`src/rtl/ifft_pingpong_demux_pkg.sv`:
```
// Shared IFFT constants, bank-select encoding and per-bank state type for the
// ping-pong output demux.
package ifft_pingpong_demux_pkg;

    localparam int unsigned IFFT_DATA_W   = 16;
    localparam int unsigned IFFT_N_POINTS = 16;
    localparam int unsigned IFFT_ADDR_W   = 4;

    // Same encoding as the IFFT input mux select.
    localparam logic BANK_0 = 1'b0;
    localparam logic BANK_1 = 1'b1;

    typedef enum logic [1:0] {
        BankEmpty,
        BankFilling,
        BankFull
    } bank_state_e;

    function automatic logic other_bank(input logic bank);
        return (bank == BANK_0) ? BANK_1 : BANK_0;
    endfunction

endpackage

```
`src/rtl/ifft_frame_bank.sv`:
```
// One N_POINTS x DATA_W frame buffer: single write port, registered read port.
// Storage is not reset; only the read register is.
module ifft_frame_bank #(
    parameter int unsigned DATA_W   = 16,
    parameter int unsigned N_POINTS = 16,
    parameter int unsigned ADDR_W   = 4
) (
    input  logic              clk,
    input  logic              rst_n,
    input  logic              wr_en,
    input  logic [ADDR_W-1:0] wr_addr,
    input  logic [DATA_W-1:0] wr_data,
    input  logic [ADDR_W-1:0] rd_addr,
    output logic [DATA_W-1:0] rd_data
);

    logic [DATA_W-1:0] mem [N_POINTS];

    always_ff @(posedge clk) begin
        if (wr_en) begin
            mem[wr_addr] <= wr_data;
        end
    end

    // Read-before-write on a colliding address; consumers only read full banks anyway.
    always_ff @(posedge clk or negedge rst_n) begin
        if (!rst_n) begin
            rd_data <= '0;
        end else begin
            rd_data <= mem[rd_addr];
        end
    end

endmodule

```
`src/rtl/ifft_pingpong_demux.sv`:
```
// 1-to-2 frame distributor: steers whole IFFT output frames alternately into two
// banks, each exposed as a random-access frame once full and freed by a release pulse.
module ifft_pingpong_demux
    import ifft_pingpong_demux_pkg::*;
#(
    parameter int unsigned DATA_W   = IFFT_DATA_W,
    parameter int unsigned N_POINTS = IFFT_N_POINTS,
    parameter int unsigned ADDR_W   = IFFT_ADDR_W
) (
    input  logic              clk,
    input  logic              rst_n,
    input  logic [DATA_W-1:0] in_data,
    input  logic              in_valid,
    output logic              in_ready,
    output logic              bank_full_0,
    output logic              bank_full_1,
    input  logic [ADDR_W-1:0] rd_addr_0,
    input  logic [ADDR_W-1:0] rd_addr_1,
    output logic [DATA_W-1:0] rd_data_0,
    output logic [DATA_W-1:0] rd_data_1,
    input  logic              rd_release_0,
    input  logic              rd_release_1,
    output logic              wr_bank
);

    logic              wr_bank_q, wr_bank_d;
    logic [ADDR_W-1:0] cnt_q, cnt_d;
    bank_state_e       state_q [2];
    bank_state_e       state_d [2];

    logic       accept;
    logic       last;
    logic [1:0] release_req;
    logic       wr_en_0, wr_en_1;

    assign bank_full_0 = (state_q[0] == BankFull);
    assign bank_full_1 = (state_q[1] == BankFull);
    assign wr_bank     = wr_bank_q;

    // Registers only: no combinational path from in_valid to in_ready.
    assign in_ready = (wr_bank_q == BANK_0) ? !bank_full_0 : !bank_full_1;

    assign accept      = in_valid && in_ready;
    assign last        = (cnt_q == ADDR_W'(N_POINTS - 1));
    assign release_req = {rd_release_1, rd_release_0};
    assign wr_en_0     = accept && (wr_bank_q == BANK_0);
    assign wr_en_1     = accept && (wr_bank_q == BANK_1);

    always_comb begin
        wr_bank_d = wr_bank_q;
        cnt_d     = cnt_q;
        if (accept) begin
            if (last) begin
                cnt_d     = '0;
                wr_bank_d = other_bank(wr_bank_q);
            end else begin
                cnt_d = cnt_q + 1'b1;
            end
        end
    end

    // A release only acts on a FULL bank; a FULL bank is never the accepting target.
    always_comb begin
        for (int b = 0; b < 2; b++) begin
            state_d[b] = state_q[b];
            unique case (state_q[b])
                BankEmpty: begin
                    if (accept && (wr_bank_q == 1'(b))) begin
                        state_d[b] = last ? BankFull : BankFilling;
                    end
                end
                BankFilling: begin
                    if (accept && (wr_bank_q == 1'(b)) && last) begin
                        state_d[b] = BankFull;
                    end
                end
                BankFull: begin
                    if (release_req[b]) begin
                        state_d[b] = BankEmpty;
                    end
                end
                default: state_d[b] = BankEmpty;
            endcase
        end
    end

    always_ff @(posedge clk or negedge rst_n) begin
        if (!rst_n) begin
            wr_bank_q <= BANK_0;
            cnt_q     <= '0;
            for (int b = 0; b < 2; b++) begin
                state_q[b] <= BankEmpty;
            end
        end else begin
            wr_bank_q <= wr_bank_d;
            cnt_q     <= cnt_d;
            for (int b = 0; b < 2; b++) begin
                state_q[b] <= state_d[b];
            end
        end
    end

    ifft_frame_bank #(
        .DATA_W   (DATA_W),
        .N_POINTS (N_POINTS),
        .ADDR_W   (ADDR_W)
    ) u_bank_0 (
        .clk     (clk),
        .rst_n   (rst_n),
        .wr_en   (wr_en_0),
        .wr_addr (cnt_q),
        .wr_data (in_data),
        .rd_addr (rd_addr_0),
        .rd_data (rd_data_0)
    );

    ifft_frame_bank #(
        .DATA_W   (DATA_W),
        .N_POINTS (N_POINTS),
        .ADDR_W   (ADDR_W)
    ) u_bank_1 (
        .clk     (clk),
        .rst_n   (rst_n),
        .wr_en   (wr_en_1),
        .wr_addr (cnt_q),
        .wr_data (in_data),
        .rd_addr (rd_addr_1),
        .rd_data (rd_data_1)
    );

endmodule
```
`config.mk`:
```
export PLATFORM = sky130hd
export DESIGN_NAME = ifft_pingpong_demux
export DESIGN_NICKNAME = d
export VERILOG_FILES = /design/src/rtl/ifft_pingpong_demux_pkg.sv /design/src/rtl/ifft_frame_bank.sv /design/src/rtl/ifft_pingpong_demux.sv
export SDC_FILE = /design/constraint.sdc
export NUM_CORES = 1
export LEC_CHECK = 0
export ABC_AREA = 1
export CORE_ASPECT_RATIO = 0.7
export CORE_UTILIZATION = 56
export DETAILED_ROUTE_END_ITERATION = 8
export HOLD_SLACK_MARGIN = 0.06
export PLACE_DENSITY = 0.83
export SLEW_MARGIN = 20
export SYNTH_ARGS = -nofsm -noshare
export SYNTH_HDL_FRONTEND = slang
export SYNTH_SLANG_ARGS = --single-unit
```
`constraint.sdc`:
```
create_clock -name clk -period 2.55 [get_ports clk]
set_clock_uncertainty 0.05 [all_clocks]
set_input_delay 0.255 -clock clk [delete_from_list [all_inputs] [get_ports clk]]
set_output_delay 0.255 -clock clk [all_outputs]
set_load 0.01 [all_outputs]
```
==> metrics.txt <==
# TYPE chip_impl_metric gauge
chip_impl_metric{name="cts.htree.levels",unit=""} 2
chip_impl_metric{name="worst_setup_hold_path_clk_slew",unit="ns"} 0.07
chip_impl_info{name="crit_path_start_kind",value="register"} 1
chip_impl_metric{name="cts_buffer_depth",unit=""} 3
chip_impl_info{name="clk_root_buffer_cell",value="sky130_fd_sc_hd__clkbuf_16"} 1
chip_impl_metric{name="syn_avg_cell_area",unit="um^2"} 10.6
chip_impl_info{name="synth_area_leaders",value="sky130_fd_sc_hd__edfxtp_1 66%, sky130_fd_sc_hd__nand2_1 11%, sky130_fd_sc_hd__nand3_1 8.5%, sky130_fd_sc_hd__inv_1 6.5%, sky130_fd_sc_hd__dfrtp_1 4.4%"} 1
chip_impl_metric{name="achievable-frequency",unit="MHz"} 454
chip_impl_metric{name="clock_power_share",unit=""} 0.372
chip_impl_metric{name="drive_gt1_frac",unit=""} 0.0746
chip_impl_metric{name="final-hold-violation-count",unit=""} 0
chip_impl_metric{name="final_min_period_over_clock_period",unit=""} 0.863
chip_impl_metric{name="initial_core_util",unit=""} 0.570
chip_impl_metric{name="switching_share",unit=""} 0.252
chip_impl_metric{name="dp.cells",unit=""} 2796
chip_impl_metric{name="die_height",unit="um"} 173
chip_impl_info{name="timing.critical_path.mode_cell",value="sky130_fd_sc_hd__nand2_1"} 1
chip_impl_info{name="synth_top_area_cell",value="sky130_fd_sc_hd__edfxtp_1"} 1
chip_impl_metric{name="insertion_delay",unit="ns"} 0.59
chip_impl_metric{name="grt_overflow",unit=""} 0
chip_impl_metric{name="avgViaCountPerCell",unit=""} 5.71
chip_impl_metric{name="portBuffers",unit=""} 64
chip_impl_metric{name="net-switching-power",unit="mW"} 5.29
chip_impl_metric{name="wire_length_of_the_first_global_routing_pass",unit="um"} 92400
chip_impl_metric{name="first_global_vias",unit=""} 15837
chip_impl_metric{name="comb_power_share",unit=""} 0.119
chip_impl_metric{name="die_w",unit="um"} 247
chip_impl_info{name="timing.critical_path.to",value="in_ready"} 1
chip_impl_metric{name="nets",unit=""} 2338
chip_impl_info{name="critPathLaunch",value="state_q[1]"} 1
chip_impl_metric{name="required",unit="ns"} 2.25
chip_impl_info{name="critical_path.reg2reg.endpoint",value="u_bank_1.mem[15][9]"} 1
chip_impl_metric{name="finalCriticalPeriod",unit="ns"} 2.20
chip_impl_metric{name="num_cts_buffers",unit=""} 50
chip_impl_metric{name="num_rows",unit=""} 62
chip_impl_info{name="critPathSlowestCell",value="sky130_fd_sc_hd__clkdlybuf4s50_1"} 1
chip_impl_metric{name="number_of_enable_flip_flop_cells_after_synthesis",unit=""} 512
chip_impl_info{name="hold_path_class",value="in -> async"} 1
chip_impl_info{name="grt_setup_unrepaired",value="false"} 1
chip_impl_metric{name="flop2flop_setup_slack",unit="ns"} 0.49
chip_impl_metric{name="ys_ff_latch",unit=""} 553
chip_impl_metric{name="layout_setup_ws",unit="ns"} 0.348
chip_impl_metric{name="post_cts_resized",unit=""} 0
chip_impl_info{name="tritoncts",value="yes"} 1
chip_impl_info{name="critPathKind",value="reg -> out"} 1
chip_impl_metric{name="synth_cells",unit=""} 2221
chip_impl_metric{name="power_leakage",unit="nW"} 11.4
chip_impl_metric{name="synthDominantCellAreaShare",unit=""} 0.655
chip_impl_metric{name="design.die.area",unit="um^2"} 42700
chip_impl_metric{name="power_frac_seq",unit=""} 0.509
chip_impl_metric{name="internal_power",unit="mW"} 15.7
chip_impl_metric{name="post-place-ws",unit="ns"} 0.562
chip_impl_metric{name="core-area",unit="um^2"} 41200
chip_impl_metric{name="dp.final_hpwl",unit="um"} 37500
chip_impl_info{name="setup.worst_path.end_class",value="output port"} 1
chip_impl_metric{name="drtIter0Drc",unit=""} 2753
chip_impl_info{name="regToRegStartpoint",value="cnt_q[0]"} 1
chip_impl_metric{name="postRouteWirelength",unit="um"} 62700
chip_impl_info{name="result_of_the_run",value="complete, no violations"} 1
chip_impl_info{name="synth.cells.most_frequent",value="699 x sky130_fd_sc_hd__nand2_1, 512 x sky130_fd_sc_hd__edfxtp_1, 405 x sky130_fd_sc_hd__inv_1, 398 x sky130_fd_sc_hd__nand3_1, 49 x sky130_fd_sc_hd__buf_2"} 1
chip_impl_metric{name="final_cells",unit=""} 2892
chip_impl_metric{name="area_delta_synth_final",unit="%"} 13.2
chip_impl_metric{name="finalSetupViolations",unit=""} 0
chip_impl_metric{name="cts_setup_buffers",unit=""} 0
chip_impl_metric{name="detail-route-antenna-nets",unit=""} 0
chip_impl_metric{name="netlist_area",unit="um^2"} 23500
chip_impl_metric{name="antenna_violations_before_repair",unit=""} 8
chip_impl_metric{name="r2r.worst_path.cells",unit=""} 4
chip_impl_metric{name="max_cap_viol_count",unit=""} 0
chip_impl_metric{name="grt_util_all_layers",unit=""} 0.295
chip_impl_info{name="most_instantiated_flip_flop_cell_in_the_synthesis_netlist",value="sky130_fd_sc_hd__edfxtp_1"} 1
chip_impl_metric{name="postSynthNetCount",unit=""} 2254
chip_impl_metric{name="postLayoutCoreUtil",unit=""} 0.644
chip_impl_metric{name="seq_area_frac_synth",unit=""} 0.699
chip_impl_metric{name="route.detailed.wl_per_inst",unit="um"} 21.7
chip_impl_metric{name="place.gp.congestion",unit=""} 0.970
chip_impl_metric{name="total_number_of_vias",unit=""} 16516
chip_impl_metric{name="grt_start_max_net_pins",unit=""} 129
chip_impl_metric{name="drt_pre_antenna_iters",unit=""} 6
chip_impl_metric{name="vdd_ir_drop_max",unit="mV"} 0.500
chip_impl_metric{name="worst-path-max-fanout",unit=""} 4
chip_impl_info{name="timing.critical_path.cells",value="nand2_1 > nand2_1 > nand2_1 > clkdlybuf4s50_1"} 1
chip_impl_metric{name="async_reset_ff_frac",unit=""} 0.0741
chip_impl_metric{name="setup_total_negative_slack",unit="ns"} 0
chip_impl_metric{name="critical_path_arrival",unit="ns"} 1.90
chip_impl_metric{name="worst-slew-pin-transition",unit="ns"} 0.613
chip_impl_metric{name="clock_sink_count",unit=""} 553
chip_impl_metric{name="report.final.slew_viol_count",unit=""} 0
chip_impl_metric{name="design.portCount",unit=""} 65
chip_impl_info{name="yosys.cell_count.top_type",value="sky130_fd_sc_hd__nand2_1"} 1
chip_impl_metric{name="max_slew_margin",unit=""} 0.591
chip_impl_metric{name="number_of_remaining_drc_errors",unit=""} 0
chip_impl_metric{name="synth-warning-count",unit=""} 0
chip_impl_metric{name="power_density",unit="nW/um^2"} 790
chip_impl_metric{name="netlist-cell-type-count",unit=""} 21
chip_impl_metric{name="crit_path_max_incr_delay",unit="ns"} 0.56
-- cells in the final DEF (no fill, tap or decap) --
cell type / Yosys / layout
sky130_fd_sc_hd__o22ai_1: 1 / 1
sky130_fd_sc_hd__clkbuf_8: 0 / 5
sky130_fd_sc_hd__o21ai_0: 4 / 4
sky130_fd_sc_hd__nand2_1: 699 / 699
sky130_fd_sc_hd__bufinv_16: 0 / 6
sky130_fd_sc_hd__nand3_1: 398 / 398
sky130_fd_sc_hd__nand3_2: 2 / 2
sky130_fd_sc_hd__clkinv_1: 0 / 1
sky130_fd_sc_hd__buf_2: 49 / 3
sky130_fd_sc_hd__xor2_1: 1 / 1
sky130_fd_sc_hd__clkinv_4: 0 / 1
sky130_fd_sc_hd__nor3_2: 0 / 6
sky130_fd_sc_hd__nor2_1: 31 / 31
sky130_fd_sc_hd__clkinv_2: 0 / 16
sky130_fd_sc_hd__edfxtp_1: 512 / 512
sky130_fd_sc_hd__diode_2: 0 / 2
sky130_fd_sc_hd__buf_4: 30 / 68
sky130_fd_sc_hd__dlygate4sd3_1: 0 / 1
sky130_fd_sc_hd__dfrtp_1: 41 / 41
sky130_fd_sc_hd__buf_12: 0 / 8
sky130_fd_sc_hd__clkbuf_16: 0 / 52
sky130_fd_sc_hd__inv_6: 0 / 2
sky130_fd_sc_hd__clkbuf_1: 17 / 10
sky130_fd_sc_hd__inv_1: 405 / 405
sky130_fd_sc_hd__a21oi_1: 2 / 2
sky130_fd_sc_hd__or2_2: 2 / 2
sky130_fd_sc_hd__inv_2: 4 / 2
sky130_fd_sc_hd__o21bai_1: 2 / 2
sky130_fd_sc_hd__clkdlybuf4s50_1: 0 / 59
sky130_fd_sc_hd__clkinvlp_4: 0 / 2
sky130_fd_sc_hd__ha_1: 4 / 4
-- worst min path at each step --
| stage | slack, ns | to | from |
|---|---|---|---|
| 2_1_floorplan | -0.09 | cnt_q[0] | rst_n |
| 3_3_place_gp | 0.20 | u_bank_0.rd_data[7] | rst_n |
| 3_5_place_dp | 0.21 | u_bank_0.rd_data[7] | rst_n |
| 4_1_cts | 0.14 | u_bank_0.rd_data[4] | rst_n |
| 5_1_grt | 0.16 | u_bank_1.rd_data[9] | rst_n |
| 6_report | 0.14 | u_bank_1.rd_data[13] | rst_n |
-- repair_timing --
item / 4_1_cts / 5_1_grt
endpoints found under the hold margin: 29 / 0
hold buffers: 1 / 0
endpoints found under the setup margin: 0 / 0
-- per-layer routing --
| layer | wire length (um) | global-route usage | vias up |
|---|---|---|---|
| li1 | - | - | 7312 |
| met1 | 22800 | 0.398 | 7829 |
| met2 | 28300 | 0.443 | 1211 |
| met3 | 9660 | 0.113 | 162 |
| met4 | 1890 | 0.0910 | 2 |
| met5 | 10 | 0 | - |
-- critical path, delay by kind of cell (launching register included) --
kind                   cells  cell delay (ns)
buffers and inverters      1             0.56
and+or+nand+nor            3             0.35
DFF                        1             0.41
-- sequential cells by signal (all words and copies together), names as in the netlist --
register          count
u_bank_0.mem        256
u_bank_1.mem        256
u_bank_0.rd_data     16
u_bank_1.rd_data     16
cnt_q                 4
state_q               4
wr_bank               1
-- logic make-up after synthesis --
kind of cell	after synthesis	share of synthesized area
compound gates	9	0.00219
flops	553	0.699
simple gates	1138	0.204
buf+inv	516	0.0919
xor+xnor	1	0.000373
fa+ha+maj	4	0.00213
-- power groups by stage --
stage,clock network (mW),logic [mW],registers [mW]
after floorplan,0,1.32,10.8
after global placement,0,2.29,10.8
after detailed placement,0,2.39,10.9
after CTS,7.86,2.43,10.7
after global routing,8.16,2.67,10.7
final,7.81,2.49,10.7
-- stage by stage --
step	area [um^2]	hold WS, ns	total power [mW]
floorplan	23500	-0.0906	12.1
detailed placement	24800	0.207	13.3
global route	26500	0.157	21.5
global placement	24800	0.196	13.1
finish	26500	0.143	21.0
CTS	26500	0.135	21.0
-- layout make-up --
cell class                      count  area [um^2]
Multi-Input combinational cell   1152         4930
Clock inverter                     26          295
Antenna cell                        2         5.00
Inverter                          409         1540
Clock buffer                       67         1410
Fill cell                        2948        14600
Sequential cell                   553        16400
Timing Repair Buffer              139         1290
Tap cell                          544          681
(Power assumes the default switching activity.)
